File: src/rtl/piso_serializer_if.sv
// rtl/piso_serializer_if.sv - handshake and serial-output bundle for piso_serializer
//
// Purpose: groups the word-load handshake and the serial output of the
// parallel-in serial-out transmitter so that producer and serializer connect
// through a single port.
// Signals:
//   data_in     WIDTH  parallel word, sampled on accept        (master -> slave)
//   load_valid  1      upstream has a word on data_in          (master -> slave)
//   load_ready  1      serializer can accept a word this cycle (slave -> master)
//   dout        1      serial bit                              (slave -> master)
//   dout_valid  1      dout carries a frame bit                (slave -> master)
//   busy        1      frame in progress                       (slave -> master)
//   done        1      pulse with the final bit of a frame     (slave -> master)
interface piso_serializer_if #(
  parameter int WIDTH = 4
);
  logic [WIDTH-1:0] data_in;
  logic             load_valid;
  logic             load_ready;
  logic             dout;
  logic             dout_valid;
  logic             busy;
  logic             done;

  modport master (
    output data_in, load_valid,
    input  load_ready, dout, dout_valid, busy, done
  );

  modport slave (
    input  data_in, load_valid,
    output load_ready, dout, dout_valid, busy, done
  );
endinterface

File: src/rtl/piso_serializer.sv
// rtl/piso_serializer.sv - parallel-in serial-out transmitter with gapless reload
//
// Purpose: accepts a WIDTH-bit word on a valid/ready handshake and emits it one
// bit per clock on dout, qualified by dout_valid. A word offered while the last
// frame bit is on dout is taken on that edge, so frames stream without gaps.
// Optional feature macro: PISO_PARITY_EN appends one even-parity bit per frame.
// Ports:
//   clk     in  rising-edge clock
//   rst_n   in  asynchronous active-low reset
//   ser_if  slave modport of piso_serializer_if (handshake + serial output)
// Parameters:
//   WIDTH      word width in bits (>= 2)
//   MSB_FIRST  1: data[WIDTH-1] leaves first; 0: data[0] leaves first
module piso_serializer #(
  parameter int WIDTH     = 4,
  parameter int MSB_FIRST = 1
) (
  input  logic                clk,
  input  logic                rst_n,
  piso_serializer_if.slave    ser_if
);

  localparam int CW = $clog2(WIDTH + 1);
  localparam logic [CW-1:0] LAST = CW'(WIDTH - 1);

  localparam logic [1:0] S_IDLE   = 2'd0;
  localparam logic [1:0] S_SHIFT  = 2'd1;
`ifdef PISO_PARITY_EN
  localparam logic [1:0] S_PARITY = 2'd2;
`endif

  logic [1:0]       state_q, state_d;
  logic [WIDTH-1:0] sr_q, sr_d;
  logic [CW-1:0]    cnt_q, cnt_d;
  logic             dout_q, dout_d;
  logic             dout_valid_q, dout_valid_d;
  logic             busy_q;
  logic             done_q, done_d;
  logic             load_ready;
  logic             accept;
  logic             do_load;
`ifdef PISO_PARITY_EN
  logic             par_q, par_d;
`endif

  // sr_q holds only the bits still waiting to leave; the bit currently on
  // dout has already been moved into dout_q, and cnt_q is its frame index.
  function automatic logic first_bit(input logic [WIDTH-1:0] w);
    return (MSB_FIRST != 0) ? w[WIDTH-1] : w[0];
  endfunction

  function automatic logic [WIDTH-1:0] shift_word(input logic [WIDTH-1:0] w);
    return (MSB_FIRST != 0) ? {w[WIDTH-2:0], 1'b0} : {1'b0, w[WIDTH-1:1]};
  endfunction

  // Ready in idle, or while the final frame bit is on dout so the next word
  // can be loaded on the same edge that retires it.
`ifdef PISO_PARITY_EN
  assign load_ready = rst_n & ((state_q == S_IDLE) | (state_q == S_PARITY));
`else
  assign load_ready = rst_n & ((state_q == S_IDLE) |
                               ((state_q == S_SHIFT) & (cnt_q == LAST)));
`endif
  assign accept = ser_if.load_valid & load_ready;

  always_comb begin
    state_d      = state_q;
    sr_d         = sr_q;
    cnt_d        = cnt_q;
    dout_d       = 1'b0;
    dout_valid_d = 1'b0;
    done_d       = 1'b0;
    do_load      = 1'b0;
`ifdef PISO_PARITY_EN
    par_d        = par_q;
`endif
    case (state_q)
      S_SHIFT: begin
        if (cnt_q != LAST) begin
          dout_d       = first_bit(sr_q);
          sr_d         = shift_word(sr_q);
          cnt_d        = cnt_q + 1'b1;
          dout_valid_d = 1'b1;
`ifdef PISO_PARITY_EN
          done_d       = 1'b0;
`else
          done_d       = (cnt_q == LAST - 1'b1);
`endif
        end else begin
`ifdef PISO_PARITY_EN
          state_d      = S_PARITY;
          dout_d       = par_q;
          dout_valid_d = 1'b1;
          done_d       = 1'b1;
          cnt_d        = CW'(WIDTH);
`else
          do_load      = accept;
`endif
        end
      end
`ifdef PISO_PARITY_EN
      S_PARITY: do_load = accept;
`endif
      default: do_load = accept;
    endcase

    // Frame end without a waiting word: drop back to idle. This only happens
    // in states where load_ready is high, i.e. at the final frame bit or idle.
    if (load_ready && !accept) begin
      state_d = S_IDLE;
      sr_d    = '0;
      cnt_d   = '0;
    end

    if (do_load) begin
      state_d      = S_SHIFT;
      cnt_d        = '0;
      dout_d       = first_bit(ser_if.data_in);
      sr_d         = shift_word(ser_if.data_in);
      dout_valid_d = 1'b1;
      done_d       = 1'b0;
`ifdef PISO_PARITY_EN
      par_d        = ^ser_if.data_in;
`endif
    end
  end

  always_ff @(posedge clk or negedge rst_n) begin
    if (!rst_n) begin
      state_q      <= S_IDLE;
      sr_q         <= '0;
      cnt_q        <= '0;
      dout_q       <= 1'b0;
      dout_valid_q <= 1'b0;
      busy_q       <= 1'b0;
      done_q       <= 1'b0;
`ifdef PISO_PARITY_EN
      par_q        <= 1'b0;
`endif
    end else begin
      state_q      <= state_d;
      sr_q         <= sr_d;
      cnt_q        <= cnt_d;
      dout_q       <= dout_d;
      dout_valid_q <= dout_valid_d;
      busy_q       <= (state_d != S_IDLE);
      done_q       <= done_d;
`ifdef PISO_PARITY_EN
      par_q        <= par_d;
`endif
    end
  end

  assign ser_if.load_ready = load_ready;
  assign ser_if.dout       = dout_q;
  assign ser_if.dout_valid = dout_valid_q;
  assign ser_if.busy       = busy_q;
  assign ser_if.done       = done_q;

endmodule

File: src/flat_wrapper.sv
// flat-port wrapper written by rule: the top's interface ports become plain ports
module piso_serializer_flat 
#(
  parameter int WIDTH     = 4,
  parameter int MSB_FIRST = 1
)
  (clk, rst_n, ser_if_data_in, ser_if_load_valid, ser_if_load_ready, ser_if_dout, ser_if_dout_valid, ser_if_busy, ser_if_done);
  piso_serializer_if #(.WIDTH(WIDTH)) ser_if_i ();
  input  logic clk;
  input  logic rst_n;
  input wire logic [$bits(ser_if_i.data_in)-1:0] ser_if_data_in;
  input wire logic [$bits(ser_if_i.load_valid)-1:0] ser_if_load_valid;
  output wire logic [$bits(ser_if_i.load_ready)-1:0] ser_if_load_ready;
  output wire logic [$bits(ser_if_i.dout)-1:0] ser_if_dout;
  output wire logic [$bits(ser_if_i.dout_valid)-1:0] ser_if_dout_valid;
  output wire logic [$bits(ser_if_i.busy)-1:0] ser_if_busy;
  output wire logic [$bits(ser_if_i.done)-1:0] ser_if_done;
  assign ser_if_i.data_in = ser_if_data_in;
  assign ser_if_i.load_valid = ser_if_load_valid;
  assign ser_if_load_ready = ser_if_i.load_ready;
  assign ser_if_dout = ser_if_i.dout;
  assign ser_if_dout_valid = ser_if_i.dout_valid;
  assign ser_if_busy = ser_if_i.busy;
  assign ser_if_done = ser_if_i.done;
  piso_serializer #(.WIDTH(WIDTH), .MSB_FIRST(MSB_FIRST)) u_core (.clk(clk), .rst_n(rst_n), .ser_if(ser_if_i));
endmodule
File: config.mk
export PLATFORM = sky130hd
export DESIGN_NAME = piso_serializer_flat
export DESIGN_NICKNAME = d
export VERILOG_FILES = /design/src/rtl/piso_serializer_if.sv /design/src/rtl/piso_serializer.sv /design/src/flat_wrapper.sv
export SDC_FILE = /design/constraint.sdc
export NUM_CORES = 1
export LEC_CHECK = 0
export CORE_UTILIZATION = 41
export DETAILED_ROUTE_END_ITERATION = 7
export HOLD_SLACK_MARGIN = 0.06
export PLACE_DENSITY = 0.77
export SYNTH_ARGS = -nofsm -noshare
export SYNTH_HDL_FRONTEND = slang
export SYNTH_SLANG_ARGS = --single-unit
File: constraint.sdc
create_clock -name clk -period 1.6 [get_ports clk]
set_input_delay 0.32 -clock clk [delete_from_list [all_inputs] [get_ports clk]]
set_output_delay 0.32 -clock clk [all_outputs]
set_load 0.1 [all_outputs]
== Word level (Yosys, flattened, before mapping) ==
Cells that the tools add are included.

* Bits in registers: 13
* Input port bits: 7
* Output and inout port bits: 5
* Logic and storage cells: 44

* Eq/ne operators: 4
* Muxes and demuxes: 21
* $add $sub $neg: 1
* Bitwise logic cells: 4
* Reductions and logical operators: 7

{| class="wikitable"
|+ Operators by type and width
! operator !! count
|-
| two-way mux 4 bit || 4
|-
| two-way mux 3 bit || 4
|-
| two-way mux 1 bit || 11
|-
| equality test 3 x 2 -> 1 bit (second input constant) || 2
|-
| nonzero test 3 bit || 2
|-
| two-way mux 2 bit || 2
|-
| adder 3 x 1 -> 3 bit (second input constant) || 1
|-
| bitwise AND 1 bit || 3
|-
| inequality test 3 x 2 -> 1 bit (second input constant) || 1
|-
| equality test 2 x 1 -> 1 bit (second input constant) || 1
|-
| logical NOT 2 bit || 1
|-
| AND reduction 2 bit || 1
|-
| nonzero test 2 bit || 1
|-
| logical AND 1 bit || 1
|-
| logical NOT 1 bit || 1
|-
| bitwise OR 1 bit || 1
|}

== Longest topological paths before layout ==
* Depth after elaboration: 10
* Mapped depth: 6
* Mapped depth without buffers: 6

== Worst setup path after synthesis ==
OpenSTA, ideal clock, no wires.

* Path type: register to register
* Start point: reg u_core.cnt_q[0]
* End point: reg u_core.busy_q (netlist: u_core.ser_if.busy)
* Path buffers: 0
* Required time: 1.476 ns
* Stages on the path, launching flop included: 7
* Data arrival time: 2.244 ns
* Path slack: -0.768 ns
* Period minus slack after synthesis: 2.368 ns
* Library setup time: 0.124 ns
* Cell sequence: dfrtp_1 > ha_1 > ha_1 > nor2b_4 > nor3b_4 > mux2_4 > or2_1

* Cells in the longest elaborated chain, start to end: 10
* Elaborated cells between the ends (all ways): 13
* Those cells by class: eq/ne: 2; mux: 4; bitwise: 4; reduce/logical: 3

{| class="wikitable"
|+ RTL lines
! what !! line !! RTL
|-
| start: declaration || piso_serializer.sv:34 || <nowiki>logic [CW-1:0] cnt_q, cnt_d;</nowiki>
|-
| start signal: assignment || piso_serializer.sv:143 || <nowiki>cnt_q <= cnt_d;</nowiki>
|-
| equality test 3 x 2 -> 1 bit * || piso_serializer.sv:62 || <nowiki>((state_q == S_SHIFT) & (cnt_q == LAST)));</nowiki>
|-
| bitwise AND 1 bit * || piso_serializer.sv:62 ||
|-
| bitwise OR 1 bit * || piso_serializer.sv:61 || <nowiki>assign load_ready = rst_n & ((state_q == S_IDLE) |</nowiki>
|-
| bitwise AND 1 bit * || piso_serializer.sv:61 ||
|-
| net ser_if_load_ready || flat_wrapper.sv:13 || <nowiki>output wire logic [$bits(ser_if_i.load_ready)-1:0] ser_if_load_ready;</nowiki>
|-
| bitwise AND 1 bit || piso_serializer.sv:64 || <nowiki>assign accept = ser_if.load_valid & load_ready;</nowiki>
|-
| logical NOT 1 bit || piso_serializer.sv:109 || <nowiki>if (load_ready && !accept) begin</nowiki>
|-
| logical AND 1 bit || piso_serializer.sv:109 ||
|-
| two-way mux 2 bit || piso_serializer.sv:109 ||
|-
| two-way mux 2 bit * || piso_serializer.sv:115 || <nowiki>if (do_load) begin</nowiki>
|-
| net u_core.state_d[0] || piso_serializer.sv:32 || <nowiki>logic [1:0] state_q, state_d;</nowiki>
|-
| nonzero test 2 bit * || piso_serializer.sv:146 || <nowiki>busy_q <= (state_d != S_IDLE);</nowiki>
|-
| end signal: assignment || piso_serializer.sv:146 ||
|-
| end: declaration || piso_serializer.sv:37 || <nowiki>logic busy_q;</nowiki>
|}

Mark *: on every way through the listed nets, which the timed path passes. The rest lies on a longest branch.
A chain may end at the register's enable or synchronous reset.

== Final worst setup path ==
* Start point: reg u_core.cnt_q[0]
* End point: out ser_if_load_ready

* Cells in the longest elaborated chain, start to end: 4

{| class="wikitable"
|+ RTL lines
! what !! line
|-
| equality test 3 x 2 -> 1 bit || piso_serializer.sv:62
|-
| bitwise AND 1 bit || piso_serializer.sv:62
|-
| bitwise OR 1 bit || piso_serializer.sv:61
|-
| bitwise AND 1 bit || piso_serializer.sv:61
|-
| end: declaration || flat_wrapper.sv:13
|}

Every way passes these cells.

==> metrics.cfg <==
[placed_design]
port_buffers = 11
place_worst_setup_slack_ns = -0.129
dp_hpwl_um = 772
gp_congestion = 0.666
postPlaceCellArea_um2 = 788

[clocking]
cts.sinks = 12
cts_max_level = 1
root_buffer = clkbuf_4
cts.clk_slew.worst_paths_ns = 0.08
insertion_delay_ns = 0.28
cts_buffers = 3
clock_path_buffers = 2
cts_tree = built

[yosys]
ys_ff_latch = 12
yosys_warnings = 0
synth_fp_nets = 56
syn_inst = 46
ys_types = 19
seq_area_frac_synth = 0.557
syn_avg_cell_area_um2 = 11.7
syn_area_um2 = 539

[route]
vias_per_cell = 4.88
wl_per_cell_um = 14.5
drt_pass1_iterations = 2
route.antenna.remaining_nets = 0
routed_wl_um = 1250
vias = 420
drt-initial-drc-count = 6
drc_errors = 0

[critical_path]
end_kind = primary output
critPathKind = reg -> out
cp-start-kind = register
arrival_ns = 1.52
slowest_stage = dfrtp_1
max_stage_delay_ns = 0.36
cp-endpoint = ser_if_load_ready
reg2reg_slack_ns = -0.24
regToRegStartpoint = u_core.cnt_q[0]$_DFFE_PN0P_
path_cells = ha_2 > ha_4 > nor2b_4 > nor3b_4 > buf_6 > buf_12
crit_required_ns = 1.28
r2r_cells = 8
crit_start = u_core.cnt_q[0]$_DFFE_PN0P_
rr_endpoint = u_core.ser_if.busy$_DFF_PN0_
critPathMaxFanout = 2

[sta]
grt_setup_unrepaired = yes
max_freq_mhz = 543
drv_slew = 0
slew_headroom = 0.827
setup_viol_count_final = 9
min_period_ns = 1.84
fin_worst_skew_ns = 0.00464
finalWorstSetupSlack_ns = -0.241
worst_pin_slew_ns = 0.259
min_period_over_period = 1.15
final_hold_viol_count = 0

[layout]
diodes = 0
drive_above_1_share = 0.431
final_util = 0.764
final_cell_area_um2 = 895
nets = 83
n_fill_cell = 77
layout-area-overhead-vs-synth_pct = 65.9

[die]
num_rows = 12
die_w_um = 38.3
dieArea_mm2 = 0.00146
core_area_mm2 = 0.00117
initial_core_util = 0.460
pin_count = 12
die_y_um = 38.3

[job]
drv_cap = 0

[global_routing]
grt_pass1_wl_um = 1830
grt_pass1_vias = 425
antenna_found_initial = 0
gr-total-overflow = 0
grt_util_all_layers = 0.197
grt_max_degree = 15

[pwr]
p_per_area_mw_per_mm2 = 2130
p_leak_uw = 0.000411
peakVddDrop_mv = 1.16

[outcome]
outcome = finished with violations
violations = negative setup slack

[worst_hold_path]
hp-class = reg -> reg

[what timing repair did]
action                                  in CTS  in global routing
gates resized for setup                      2                  8
hold buffers                                 0                  0
endpoints found under the setup margin       2                  9
setup buffers                                2                  2
pin swaps                                    1                  4
[worst max-delay path: cells and delay by family, from the launching register on]
family | cells | cell delay (ns)
flops | 1 | 0.36
fa+ha+maj | 2 | 0.32
buf+inv | 2 | 0.30
simple gates | 2 | 0.26
[per-layer routing]
| layer | vias up | wire, um | track usage |
|---|---|---|---|
| li1 | 205 | - | - |
| met3 | 3 | 43 | 0.0872 |
| met4 | 0 | 14 | 0.0536 |
| met2 | 10 | 708 | 0.352 |
| met1 | 202 | 480 | 0.207 |
| met5 | - | 0 | 0 |
[worst min-delay path by stage]
stage | end | cells after the start | from | slack [ns]
after global placement | u_core.ser_if.done$_DFF_PN0_ | 1 | u_core.cnt_q[2]$_DFFE_PN0P_ | 0.45
final | u_core.ser_if.done$_DFF_PN0_ | 1 | u_core.cnt_q[2]$_DFFE_PN0P_ | 0.48
after floorplan | u_core.cnt_q[0]$_DFFE_PN0P_ | 0 | rst_n | 0.02
after global routing | u_core.ser_if.done$_DFF_PN0_ | 1 | u_core.cnt_q[2]$_DFFE_PN0P_ | 0.50
after detailed placement | u_core.ser_if.done$_DFF_PN0_ | 1 | u_core.cnt_q[2]$_DFFE_PN0P_ | 0.45
after CTS | u_core.ser_if.done$_DFF_PN0_ | 1 | u_core.cnt_q[2]$_DFFE_PN0P_ | 0.47
[flip-flops by register name, indices dropped and copies added (netlist names)]
register	cells
u_core.ser_if.done	1
u_core.cnt_q	3
u_core.ser_if.dout_valid	1
u_core.ser_if.busy	1
u_core.state_q	2
u_core.sr_q	3
u_core.ser_if.dout	1
[cells in the mapped netlist]
cell	n	area (um2)
o21bai_1	1	7.51
nand3_1	1	5.00
ha_1	3	37.5
dfrtp_1	12	300
mux2i_1	2	20.0
and2_1	2	12.5
nor3b_4	1	18.8
nor2_1	3	11.3
mux2_4	1	15.0
a32o_1	1	10.0
nor3b_1	1	7.51
nand2_1	5	18.8
inv_1	2	7.51
clkbuf_1	1	3.75
nor2b_4	1	13.8
a21oi_1	2	10.0
or2_1	1	6.26
or2b_2	1	8.76
o21ai_0	5	25.0
[power breakdown]
part           total, uW  internal (uW)  leakage (uW)  switching [uW]
sequential           490            413      0.000155            76.6
combinational       1170            531      0.000236             643
clock                241            139     0.0000210             103
total               1900           1080      0.000411             822
[cell usage in the layout (no fill, tap or decap), drive strengths merged]
cell type	instances
a21oi	2
a32o	1
and2	2
buf	17
clkbuf	4
clkdlybuf4s50	6
dfrtp	12
ha	3
inv	2
mux2	1
mux2i	2
nand2	5
nand3	1
nor2	3
nor2b	1
nor3b	2
o21ai	5
o21bai	1
or2	1
or2b	1
[cell families (layout without fill, tap and decap cells)]
logic type,Yosys count,after routing,share of synthesized area
and+or+nand+nor,16,16,0.190
muxes,3,3,0.0650
adders and majority gates,3,3,0.0696
DFF,12,12,0.557
AOI/OAI and AO/OA,9,9,0.0974
buffers and inverters,3,29,0.0209
[final cells by class]
| class | instances | area [um2] | share of cell area |
|---|---|---|---|
| Multi-Input combinational cell | 31 | 268 | 0.299 |
| Tap cell | 14 | 17.5 | 0.0196 |
| Clock buffer | 4 | 36.3 | 0.0406 |
| Sequential cell | 12 | 300 | 0.336 |
| Inverter | 2 | 7.51 | 0.00839 |
| Timing Repair Buffer | 23 | 265 | 0.297 |
[metrics by stage]
stage	total power (uW)	setup TNS, ns	hold WS [ns]	std cells
2_1_floorplan	1090	-3.22	0.0244	46
3_3_place_gp	1480	-0.217	0.445	78
3_5_place_dp	1510	-0.329	0.447	78
4_1_cts	1800	-0.443	0.468	84
5_1_grt	1990	-1.29	0.497	86
6_report	1900	-0.849	0.476	86
No activity file was read; power rests on OpenSTA's default activity.
